<file path="src/rtl/memory_dumper_pkg.sv">
// Shared types and constants for the memory dumper.
// Optional feature macro: MEMORY_DUMPER_CHECKSUM_EN (adds the CSUM state).
package memory_dumper_pkg;

   localparam int unsigned BYTES_PER_WORD = 4;

`ifdef MEMORY_DUMPER_CHECKSUM_EN
   typedef enum logic [2:0] {
      IDLE,
      REQ,
      SEND,
      CSUM,
      DONE
   } dump_state_t;
`else
   typedef enum logic [2:0] {
      IDLE,
      REQ,
      SEND,
      DONE
   } dump_state_t;
`endif

endpackage

</file>
<file path="src/rtl/memory_dumper.sv">
// memory_dumper: reads a range of 32-bit words from a memory read port and
// streams them MSB-first as bytes over the UART transmit handshake.
// Optional feature macro: MEMORY_DUMPER_CHECKSUM_EN appends one byte holding
// the 8-bit modular sum of all data bytes sent.
module memory_dumper
   import memory_dumper_pkg::*;
#(
   parameter int unsigned COUNT_WIDTH = 16
) (
   input  logic                   clk,
   input  logic                   reset,
   input  logic                   start,
   input  logic [31:0]            base_addr,
   input  logic [COUNT_WIDTH-1:0] word_count,
   output logic                   busy,
   output logic                   done,
   output logic [31:0]            mem_out_addr,
   output logic                   mem_out_valid,
   input  logic [31:0]            mem_out_data,
   input  logic                   mem_out_ready,
   output logic [7:0]             uart_in_data,
   output logic                   uart_in_valid,
   input  logic                   uart_in_ready
);

`ifdef MEMORY_DUMPER_CHECKSUM_EN
   localparam dump_state_t TAIL = CSUM;
`else
   localparam dump_state_t TAIL = DONE;
`endif

   dump_state_t            state;
   dump_state_t            state_next;
   logic [31:0]            addr;
   logic [31:0]            word;
   logic [COUNT_WIDTH-1:0] remaining;
   logic [1:0]             byte_idx;
   logic [7:0]             cur_byte;
   logic                   last_byte;
`ifdef MEMORY_DUMPER_CHECKSUM_EN
   logic [7:0]             csum;
`endif

   assign last_byte = (byte_idx == 2'(BYTES_PER_WORD - 1));

   // Big-endian byte select: byte 0 is the most significant byte of the word.
   always_comb begin
      cur_byte = word[31:24];
      case (byte_idx)
         2'd0: cur_byte = word[31:24];
         2'd1: cur_byte = word[23:16];
         2'd2: cur_byte = word[15:8];
         2'd3: cur_byte = word[7:0];
      endcase
   end

   // State register.
   always_ff @(posedge clk or posedge reset) begin
      if (reset) state <= IDLE;
      else       state <= state_next;
   end

   // Next-state and handshake outputs; both handshakes are owned by distinct states.
   always_comb begin
      state_next    = state;
      busy          = (state != IDLE);
      done          = 1'b0;
      mem_out_addr  = addr;
      mem_out_valid = 1'b0;
      uart_in_valid = 1'b0;
      uart_in_data  = cur_byte;
      case (state)
         IDLE: begin
            if (start) state_next = (word_count == '0) ? TAIL : REQ;
         end
         REQ: begin
            mem_out_valid = 1'b1;
            if (mem_out_ready) state_next = SEND;
         end
         SEND: begin
            uart_in_valid = 1'b1;
            if (uart_in_ready && last_byte)
               state_next = (remaining != COUNT_WIDTH'(1)) ? REQ : TAIL;
         end
`ifdef MEMORY_DUMPER_CHECKSUM_EN
         CSUM: begin
            uart_in_valid = 1'b1;
            uart_in_data  = csum;
            if (uart_in_ready) state_next = DONE;
         end
`endif
         DONE: begin
            done       = 1'b1;
            state_next = IDLE;
         end
         default: state_next = IDLE;
      endcase
   end

   // Datapath: latch the request, capture read data, advance byte/word counters.
   always_ff @(posedge clk or posedge reset) begin
      if (reset) begin
         addr      <= '0;
         word      <= '0;
         remaining <= '0;
         byte_idx  <= '0;
`ifdef MEMORY_DUMPER_CHECKSUM_EN
         csum      <= '0;
`endif
      end else begin
         case (state)
            IDLE: begin
               if (start) begin
                  addr      <= base_addr;
                  remaining <= word_count;
`ifdef MEMORY_DUMPER_CHECKSUM_EN
                  csum      <= '0;
`endif
               end
            end
            REQ: begin
               if (mem_out_ready) begin
                  word     <= mem_out_data;
                  byte_idx <= '0;
               end
            end
            SEND: begin
               if (uart_in_ready) begin
                  byte_idx <= byte_idx + 2'd1;
`ifdef MEMORY_DUMPER_CHECKSUM_EN
                  csum     <= csum + cur_byte;
`endif
                  if (last_byte) begin
                     addr      <= addr + 32'd4;
                     remaining <= remaining - COUNT_WIDTH'(1);
                  end
               end
            end
            default: ;
         endcase
      end
   end

endmodule

</file>
<file path="config.mk">
export PLATFORM = sky130hd
export DESIGN_NAME = memory_dumper
export DESIGN_NICKNAME = d
export VERILOG_FILES = /design/src/rtl/memory_dumper_pkg.sv /design/src/rtl/memory_dumper.sv
export SDC_FILE = /design/constraint.sdc
export NUM_CORES = 1
export LEC_CHECK = 0
export CAP_MARGIN = 5
export CORE_UTILIZATION = 49
export DETAILED_ROUTE_END_ITERATION = 10
export GPL_ROUTABILITY_DRIVEN = 0
export PLACE_DENSITY = 0.81
export SYNTH_ARGS = -nofsm -noshare
export SYNTH_HDL_FRONTEND = slang
export SYNTH_SLANG_ARGS = --single-unit
export TNS_END_PERCENT = 30
</file>
<file path="constraint.sdc">
create_clock -name clk -period 3.35 [get_ports clk]
set_input_delay 0.67 -clock clk [delete_from_list [all_inputs] [get_ports clk]]
set_output_delay 0.67 -clock clk [all_outputs]
set_load 0.02 [all_outputs]
</file>
==> flow_summary.yaml <==
hold_path:
  hp-class: "flop to flop"
sta:
  max_slew_margin_pct: 45.0
  period_minus_slack_ps: 2980
  fin_crit_sh_pct: 88.9
  fmax_ghz: 0.336
  finalSetupViolCount: 0
  fin_setup_tns_ps: 0
  grt_setup_unrepaired: "no"
  setup_slack_ps: 370
  hold_viol: 0
  final_max_slew_viol_count: 0
  skew_ps: 10.5
  worst_pin_slew_ps: 823
logic_synthesis:
  synth_edf_count: 0
  netlist_area_um2: 4620
  dominantRegCellSynth: "dfrtp_1"
  syn_avg_cell_area_um2: 9.42
  syn-num-nets: 583
  synthSimpleGateAreaFrac_pct: 18.0
  synth-compound-area-share_pct: 20.9
  synth_top_family_by_area: "compound AO/OA/AOI/OAI gates"
  synth.area.mux_share_pct: 9.74
  seq_area_frac_synth_pct: 45.5
  synth_xor_area_share_pct: 0
  ys_ff_latch: 84
  async_reset_ff_share_pct: 100
  synthCells: 491
  yosys_warnings: 0
  yosysUniqueCellTypes: 57
  synthAdderAreaFrac_pct: 1.89
worst_setup_path:
  crit_buf_inv: 1
  crit_end: "uart_in_data[7]"
  cp-start-kind: "flop"
  startpoint: "byte_idx[0]"
  timing.rr.start: "mem_out_addr[2]"
  cp_num_cells: 4
  critPathSlowestCell: "clkdlybuf4s50_1"
  rrSetupSlack_ps: 950
  cp.required_ps: 2680
  cpPeakStageDelay_ps: 570
  r2r_cells: 6
  cp.arrival_ps: 2310
  path_cells: "ha_1 > a222oi_1 > mux2i_1 > clkdlybuf4s50_1"
  path_delay_family: "buffers and inverters"
  cp-end-kind: "output port"
  reg2reg_to: "mem_out_addr[28]"
  criticalPathCategory: "flop to output port"
  cp_max_fo: 12
route:
  vias: 4422
  wirelength_mm: 12.5
  vias_per_cell: 6.12
  drtIter0Drc: 262
  drcViolationCount: 0
  post_drt_wl_per_cell_um: 17.3
  ant_nets: 0
  drtPass1Iterations: 5
placed_design:
  place_ws_ps: 749
  port_buffers: 128
  dp_hpwl_mm: 8.95
  dpl.cell_count: 707
clocking:
  cts_buffer_depth: 2
  tritoncts: "done"
  clkTransAtPathRegs_ps: 90
  cts_root_buf: "clkbuf_8"
  cts_buffers: 9
  h-tree-depth: 3
  hold_buffers: 0
  post_cts_resized: 0
  clkSinkCount: 84
  post_cts_buffers: 0
  clock_latency_ps: 350
run_status:
  status: "finished, final reports clean"
floorplanning:
  initial_core_util_pct: 50.3
  ios: 129
  fp-row-count: 35
  die_h_um: 99.1
  die_width_um: 99.1
  die_area_um2: 9830
  coreArea_um2: 9200
flow_run:
  cap_viol_max_count: 0
global_route:
  grt_max_degree: 64
  grt_pass1_wl_mm: 20.6
  grt_pass1_vias: 4369
  overflow: 0
  grt_usage_pct: 26.1
  antenna_found_initial: 0
finish:
  syn_to_final_growth_pct: 34.3
  antenna_cells: 0
  layout.cells.most_common: "clkdlybuf4s50_1"
  drive_above_1_share_pct: 11.8
  final_cell_mix: "clkdlybuf4s50_1 (128), dfrtp_1 (84), a21oi_1 (48), o21ai_0 (39), nand2_1 (36)"
  fin_nets: 699
  layoutNonFillerInstCount: 723
power_and_ir_drop:
  cellPowerDensity_nw_per_um2: 936
  p_total_w: 0.00581
  leakagePower_nw: 2.46
  vdd_drop_max_uv: 597
-- area by class of cell --
type | count | area, um^2
timing repair buffer | 136 | 1350
sequential | 84 | 2100
clock inverter | 7 | 81.3
multi-input combinational | 359 | 2350
inverter | 17 | 65.1
fill | 727 | 2990
clock buffer | 9 | 124
tap | 111 | 139
-- Yosys cell counts (all sizes together), types with 4 or more instances --
library cell	n	area, um^2
a31oi	4	25.0
o21ai	40	200
o22a	4	35.0
nand4	13	96.3
or4	4	33.8
mux2	32	360
and3	4	25.0
a21oi	50	254
a222oi	8	80.1
nand2	36	135
clkbuf	25	93.8
mux2i	9	90.1
inv	17	63.8
a2bb2oi	7	61.3
ha	7	87.6
nor3	11	55.1
nand3	20	100
nor2	35	131
buf	6	23.8
nor4	10	62.6
dfrtp	84	2100
o22ai	8	50.1
a211oi	6	45.0
-- how the worst min path moves through the flow --
stage,endpoint,cells past startpoint,start
2_1_floorplan,word[0],1,word[0]
3_3_place_gp,mem_out_addr[1],2,mem_out_addr[1]
3_5_place_dp,mem_out_addr[1],2,mem_out_addr[1]
4_1_cts,mem_out_addr[1],2,mem_out_addr[1]
5_1_grt,mem_out_addr[0],2,mem_out_addr[0]
6_report,mem_out_addr[1],2,mem_out_addr[1]
-- per-stage QoR --
step / cell area [um^2] / hold WS [ps] / utilization [%]
CTS: 6210 / 484 / 67.5
global placement: 6010 / 460 / 65.3
floorplan: 4620 / 478 / -
finish: 6210 / 484 / 67.5
detailed placement: 6010 / 461 / 65.3
global route: 6210 / 517 / 67.5
-- routing by layer --
layer	vias to the layer above	GRT usage (%)	share of wire, %
met3	15	6.04	8.5
met1	2116	33.8	41
met4	0	7.35	1.6
li1	2079	-	-
met5	-	0	0
met2	212	44.2	49
-- where the power goes --
part | leakage [nW] | internal [W] | switching (W)
Clock | 0.101 | 0.000357 | 0.000400
Combinational | 1.37 | 0.00141 | 0.00159
Sequential | 0.986 | 0.00152 | 0.000540
-- state kept, by name, indices dropped and copies added, names as in the netlist --
register / count
remaining: 16
state: 2
word: 32
mem_out_addr: 32
byte_idx: 2
-- kinds of logic (layout without fill, tap and decap cells) --
group | Yosys count | count (layout)
buffers and inverters | 48 | 169
AND/OR/NAND/NOR | 159 | 159
multiplexers | 41 | 41
flip-flops | 84 | 84
AO/OA/AOI/OAI | 152 | 152
adder cells (fa/ha/maj) | 7 | 7
-- tightest hold or removal path, cell delays in order, from the launching register on --
cell and delay (ps):
dfrtp_1 350, nand2_1 50, nand2_1 60
Power figures use the tool's default switching activity.
